--- config.mk ---
export PLATFORM = sky130hd
export DESIGN_NAME = gate_model_bist
export DESIGN_NICKNAME = d
export VERILOG_FILES = /design/src/rtl/gate_model_bist.sv
export SDC_FILE = /design/constraint.sdc
export NUM_CORES = 1
export LEC_CHECK = 0
export BUFFER_PORTS_ARGS = -buffer_cell sky130_fd_sc_hd__buf_4
export CAP_MARGIN = 15
export CORE_MARGIN = 3
export CORE_UTILIZATION = 53
export DETAILED_ROUTE_END_ITERATION = 10
export PLACE_DENSITY = 0.78
export SLEW_MARGIN = 25
export SYNTH_ARGS = -nofsm -noshare
export SYNTH_HDL_FRONTEND = slang
export SYNTH_SLANG_ARGS = --single-unit
--- constraint.sdc ---
create_clock -name clk -period 2.15 [get_ports clk]
set_clock_uncertainty 0.2 [all_clocks]
set_input_delay 0.43 -clock clk [delete_from_list [all_inputs] [get_ports clk]]
set_output_delay 0.43 -clock clk [all_outputs]
set_load 0.005 [all_outputs]
--- src/rtl/gate_model_bist.sv ---
// BIST harness for combinational gate models.
// Drives LFSR or counting stimulus, compacts the response into a MISR and compares it against a golden signature.
module gate_model_bist #(
  parameter int               N_IN      = 19,
  parameter int               N_OUT     = 10,
  parameter int               PATTERNS  = 300,
  parameter logic [N_IN-1:0]  LFSR_TAPS = 19'h40027,
  parameter logic [N_IN-1:0]  LFSR_SEED = 19'h00001,
  parameter logic [N_OUT-1:0] MISR_TAPS = 10'h204,
  parameter int               CW        = $clog2(PATTERNS+1)
) (
  input  logic             clk,
  input  logic             rst_n,
  input  logic             start,
  input  logic             abort,
  input  logic             mode,
  input  logic [N_OUT-1:0] golden,
  input  logic [N_OUT-1:0] dut_out,
  output logic [N_IN-1:0]  dut_in,
  output logic             busy,
  output logic             done,
  output logic             pass,
  output logic [N_OUT-1:0] signature,
  output logic [CW-1:0]    pat_count
);

  typedef enum logic [1:0] {IDLE, RUN, DONE} state_t;

  localparam logic [N_IN-1:0] IN_ONE   = {{(N_IN-1){1'b0}}, 1'b1};
  localparam logic [CW-1:0]   CNT_ONE  = {{(CW-1){1'b0}}, 1'b1};
  localparam logic [CW-1:0]   CNT_LAST = CW'(PATTERNS-1);
  // An all-zero seed would lock the LFSR, so it is replaced by 1.
  localparam logic [N_IN-1:0] SEED_EFF = (LFSR_SEED == '0) ? IN_ONE : LFSR_SEED;

  state_t           state;
  logic             mode_q;
  logic [N_OUT-1:0] sig_next;
  logic [N_IN-1:0]  lfsr_next;
  logic [N_IN-1:0]  stim_next;

  assign sig_next  = {signature[N_OUT-2:0], ^(signature & MISR_TAPS)} ^ dut_out;
  assign lfsr_next = {dut_in[N_IN-2:0], ^(dut_in & LFSR_TAPS)};
  assign stim_next = mode_q ? (dut_in + IN_ONE) : lfsr_next;

  always_ff @(posedge clk or negedge rst_n) begin
    if (!rst_n) begin
      state     <= IDLE;
      mode_q    <= 1'b0;
      dut_in    <= '0;
      busy      <= 1'b0;
      done      <= 1'b0;
      pass      <= 1'b0;
      signature <= '0;
      pat_count <= '0;
    end else begin
      case (state)
        IDLE, DONE: begin
          // abort outranks start and always lands in IDLE.
          if (abort) begin
            state <= IDLE;
            done  <= 1'b0;
            pass  <= 1'b0;
          end else if (start) begin
            state     <= RUN;
            mode_q    <= mode;
            dut_in    <= mode ? '0 : SEED_EFF;
            signature <= '0;
            pat_count <= '0;
            busy      <= 1'b1;
            done      <= 1'b0;
            pass      <= 1'b0;
          end
        end
        RUN: begin
          if (abort) begin
            state <= IDLE;
            busy  <= 1'b0;
          end else begin
            signature <= sig_next;
            dut_in    <= stim_next;
            pat_count <= pat_count + CNT_ONE;
            if (pat_count == CNT_LAST) begin
              state <= DONE;
              busy  <= 1'b0;
              done  <= 1'b1;
              pass  <= (sig_next == golden);
            end
          end
        end
        default: begin
          state <= IDLE;
          busy  <= 1'b0;
          done  <= 1'b0;
          pass  <= 1'b0;
        end
      endcase
    end
  end

endmodule
# Yosys cells after proc, flatten, opt, wreduce, memory -nomap -nowiden
# Cells that the tools add are included.
[op_classes]
n_mux = 32
bitwise = 2
n_eq_ne = 10
n_reduce_logical = 10
mul = 0
add_sub_neg = 2
div_mod_pow = 0
n_lt_le_gt_ge = 0
n_shift = 0
[ops]
columns = ["operator", "count"]
rows = [
  ["$mux W19", 4],
  ["$pmux W19 S2", 1],
  ["$mux W10", 3],
  ["$mux W9", 3],
  ["$pmux W10 S2", 1],
  ["$add A19 B1 Y19 const B", 1],
  ["$reduce_xor A19 Y1", 1],
  ["$pmux W9 S2", 1],
  ["$mux W1", 11],
  ["$eq A10 B10 Y1", 1],
  ["$reduce_xor A10 Y1", 1],
  ["$xor A10 B10 Y10", 1],
  ["$add A9 B1 Y9 const B", 1],
  ["$eq A9 B9 Y1 const B", 1],
  ["$reduce_and A3 Y1", 3],
  ["$mux W2", 4],
  ["$ne A2 B2 Y1 const B", 4],
  ["$ne A3 B3 Y1 const B", 2],
  ["$pmux W1 S2", 3],
  ["$pmux W2 S2", 1],
  ["$reduce_and A4 Y1", 1],
  ["$eq A2 B1 Y1 const B", 1],
  ["$eq A2 B2 Y1 const B", 1],
  ["$logic_not A2 Y1", 1],
  ["other kinds (4)", 4],
]
[totals]
latchBits = 0
romBits = 0
ram_bits = 0
output_inout_bits = 41
reg_bits = 44
input_bits = 25
memories = 0

# Depth between registers and ports, before layout
[logic_depth]
depth_word = 6
mapped_depth = 7
depth_no_buf = 6

# Least setup slack after synthesis
# OpenSTA, ideal clock, no wires.
[synth_timing]
path_type = "register to register"
startpoint = "register dut_in[0]"
endpoint = "register dut_in[18]"
stages_incl_launch_ff = 8
setup_ps = 126
arrival_ps = 1669
synth_period_minus_slack_ps = 1995
path_buffers = 1
required_ps = 1824
slack_ps = 155
cell_sequence = "dfrtp_1 > ha_1 > nand4_2 > or3_1 > buf_6 > nor3_4 > xnor2_1 > o21ai_1"
[synth_via]
elab_chain_cells = 4
[synth_lines]
columns = ["item", "line_no", "text"]
rows = [
  ["from (decl)", "19", "output logic [N_IN-1:0] dut_in,"],
  ["from (signal assigned)", "66", "dut_in <= mode ? '0 : SEED_EFF;"],
  ["from (signal assigned)", "80", "dut_in <= stim_next;"],
  ["$add A19 B1 Y19", "43", "assign stim_next = mode_q ? (dut_in + IN_ONE) : lfsr_next;"],
  ["$mux W19", "43", ""],
  ["$mux W19", "75", "if (abort) begin"],
  ["$pmux W19 S2", "56", "case (state)"],
]
# No other way between the ends. The select of a mux whose other input is x is not followed.
# A chain may end at the register's enable or synchronous reset.

# Worst setup path in the final report
[layout_timing]
startpoint = "register pat_count[1]"
endpoint = "register pass"
[layout_via]
elab_chain_cells = 3
[layout_lines]
columns = ["item", "line_no", "text"]
rows = [
  ["from (decl)", "24", "output logic [CW-1:0] pat_count"],
  ["from (signal assigned)", "81", "pat_count <= pat_count + CNT_ONE;"],
  ["$eq A9 B9 Y1", "82", "if (pat_count == CNT_LAST) begin"],
  ["$ne A2 B2 Y1 (no source line)", "n/a", ""],
  ["$reduce_and A3 Y1 (no source line)", "n/a", ""],
  ["to (signal assigned)", "86", "pass <= (sig_next == golden);"],
  ["to (decl)", "22", "output logic pass,"],
]
# No other way between the ends.

==> impl_metrics.py <==
metrics = {
    "global_routing": {
        "grt_max_degree": 45,
        "grt_pass1_vias": 2097,
        "grt_antenna_before_repair": 0,
        "grt_remaining_overflow": 0,
        "grt_pass1_wl_um": 10400,
        "grt_use_total_pct": 24.3,
    },
    "critical_path": {
        "critPathArrivalTime_ns": 2.02,
        "crit_path_max_incr_delay_ns": 0.41,
        "slowest_stage": "dfrtp_1",
        "critPathKind": "reg2reg",
        "r2r_end": "pass",
        "worst_setup_path_start_kind": "flop",
        "crit_end": "pass",
        "path_max_fanout": 4,
        "r2r_slack_ns": 0.12,
        "required_ns": 2.14,
        "r2r_cells": 6,
        "crit_path_start": "pat_count[1]",
        "reg2reg_from": "pat_count[1]",
        "end_kind": "flop",
        "crit_chain": "ha_1 -> nand2_1 -> nor4_4 -> o21ai_1 -> or3_1 -> o41ai_2",
    },
    "route": {
        "wl_per_cell_um": 16.4,
        "first_pass_iters": 4,
        "vias": 2283,
        "routed_wl_um": 6410,
        "initialDrtViolationCount": 151,
        "drtAntennaViolNets": 0,
        "routed_via_density": 5.84,
        "drc": 0,
    },
    "sta": {
        "min_period_ns": 2.03,
        "setup_tns_ns": 0,
        "fmax_mhz": 492,
        "relSlewSlack_pct": 62.4,
        "setup-violations-final": 0,
        "hold_ws_ns": 0.147,
        "hold_violations": 0,
        "worstMarginPinSlew_ns": 0.564,
        "fin_crit_sh_pct": 94.5,
        "drv_slew": 0,
    },
    "power": {
        "p_int_uw": 1580,
        "p_sw_share_pct": 33.6,
        "power.share.clock_pct": 20.5,
        "power.leakage_uw": 0.00150,
        "seq_power_share_pct": 44.6,
        "p_per_area_nw_per_um2": 742,
        "p_sw_uw": 803,
        "combPwrFrac_pct": 35.0,
        "vdd_ir_drop_max_mv": 0.485,
    },
    "layout": {
        "design_area_um2": 3220,
        "fin_nets": 366,
        "stdcell_count": 391,
        "area_delta_synth_final_pct": 27.0,
        "n_antenna_cell": 0,
        "layout_commonest_cell": "buf_4",
        "drive_above_1_share_pct": 29.2,
        "layout_common_cells": "buf_4 (82), dfrtp_1 (44), nand2_1 (27), o21ai_0 (22), nor2_1 (19)",
    },
    "logic_synthesis": {
        "yosys_warnings": 0,
        "syn_nets": 291,
        "synth-seq-cells": 44,
        "synth_edf_count": 0,
        "syn_avg_cell_area_um2": 9.59,
        "synth-simple-area-share_pct": 18.3,
        "ys.flop_type": "dfrtp_1",
        "synthXorXnorAreaFrac_pct": 11.4,
        "synth_top_family_by_area": "compound AO/OA/AOI/OAI gates",
        "syn_inst": 264,
        "synthAdderAreaFrac_pct": 0.988,
        "async_flop_share_pct": 100,
        "ys_types": 49,
        "syn_area_um2": 2530,
        "seq_area_frac_synth_pct": 43.5,
        "muxShareOfSynthArea_pct": 0.791,
        "synth_compound_area_share_pct": 20.4,
    },
    "hold_path": {
        "hold_path_class": "in2reg",
    },
    "flow_run": {
        "cap_violations": 0,
    },
    "floorplan": {
        "die_x_um": 75.1,
        "num_io_pins": 66,
        "start_util_pct": 56.6,
        "dieArea_um2": 5640,
        "core_um2": 4470,
        "fp.dieH_um": 75.1,
        "core.rowCount": 24,
    },
    "cts": {
        "clkTransAtPathRegs_ns": 0.08,
        "clock_sink_count": 44,
        "cts_buffers": 5,
        "cts_tree": "done",
        "h-tree-depth": 2,
        "cts-root-buf": "clkbuf_8",
        "clk_path_buf_depth": 2,
        "clock_latency_ns": 0.29,
    },
    "placed_design": {
        "numPlacedInstances": 382,
        "portBuffers": 65,
        "placed_area_um2": 3110,
        "dpl.hpwl_um": 4700,
        "gp_congestion": 0.863,
    },
    "run_status": {
        "outcome": "finished clean",
    },
}
## cell families after synthesis
| logic type | after synthesis |
|---|---|
| AO/OA/AOI/OAI | 78 |
| multiplexers | 2 |
| flip-flops | 44 |
| buffers and inverters | 20 |
| XOR/XNOR | 33 |
| adder cells (fa/ha/maj) | 2 |
| AND/OR/NAND/NOR | 85 |
## cells in the mapped netlist (3+ instances only)
cell type | number | area share [%]
a22o_1 | 10 | 3.5
o21ai_1 | 7 | 1.4
o31ai_1 | 7 | 2.1
nor3_1 | 3 | 0.59
a32o_1 | 4 | 1.6
a31oi_1 | 5 | 1.2
o22ai_1 | 3 | 0.74
dfrtp_1 | 44 | 43
xnor2_1 | 16 | 5.5
nand4_1 | 6 | 1.5
a22oi_1 | 3 | 0.89
inv_1 | 5 | 0.74
buf_2 | 4 | 0.79
clkbuf_1 | 5 | 0.74
and3_1 | 3 | 0.74
nand2_1 | 27 | 4.0
a21oi_1 | 11 | 2.2
xor2_1 | 17 | 5.9
o21ai_0 | 22 | 4.3
nor2_1 | 19 | 2.8
nand3_1 | 6 | 1.2
## worst min-delay path by stage
stage | startpoint | end | slack [ns] | depth (start not counted)
3_3_place_gp | rst_n | signature[5] | 0.26 | 1
6_report | abort | state[1] | 0.15 | 2
2_1_floorplan | rst_n | busy | -0.07 | 0
4_1_cts | abort | state[1] | 0.14 | 2
3_5_place_dp | rst_n | signature[8] | 0.27 | 1
5_1_grt | abort | state[1] | 0.15 | 2
## area by class of cell
class                   count  area (µm²)
clock buffers               6        72.6
clock inverters             1        5.00
fillers                   365        1260
inverters                   5        18.8
multi-input cells         200        1330
flip-flops and latches     44        1100
well taps                  52        65.1
repair buffers             83         626
## registers in the layout, indices dropped and copies added, names as in the netlist
signal / cells
pat_count: 9
busy: 1
pass: 1
state: 2
done: 1
mode_q: 1
signature: 10
dut_in: 19
## layer usage
| layer | global-route usage, % | up-vias | routed length (µm) |
|---|---|---|---|
| li1 | - | 1112 | - |
| met1 | 33.6 | 1071 | 2900 |
| met2 | 37.9 | 88 | 2910 |
| met3 | 4.67 | 12 | 462 |
| met4 | 9.29 | 0 | 134 |
| met5 | 0 | - | 0 |
## through the flow
stage               power, µW  worst slack (ns)  utilization, %
finish                   2390             0.119            71.9
global route             2530           -0.0107            71.9
CTS                      2400            0.0527            71.4
detailed placement       1900            0.0668            69.5
global placement         1870             0.103            69.5
floorplan                1540             0.155               -
## power groups by stage
stage               Combinational (µW)  Clock, µW  Sequential, µW
global placement                   804          0            1070
global route                       916        535            1080
detailed placement                 823          0            1080
CTS                                831        503            1060
floorplan                          478          0            1060
finish                             835        489            1060
## worst max-delay path: cells and delay by family, from the launching register on
kind / cells / cell delay, ns
AND/OR/NAND/NOR: 3 / 0.75
AO/OA/AOI/OAI: 2 / 0.37
adder cells (fa/ha/maj): 1 / 0.20
flip-flops: 1 / 0.41
## repair_timing
| item | in CTS | in global routing |
|---|---|---|
| hold endpoints to repair | 44 | 0 |
| resized for setup | 0 | 2 |
| setup buffers | 0 | 1 |
| hold buffers | 1 | 0 |
| endpoints found under the setup margin | 0 | 6 |
(Power assumes the default switching activity.)
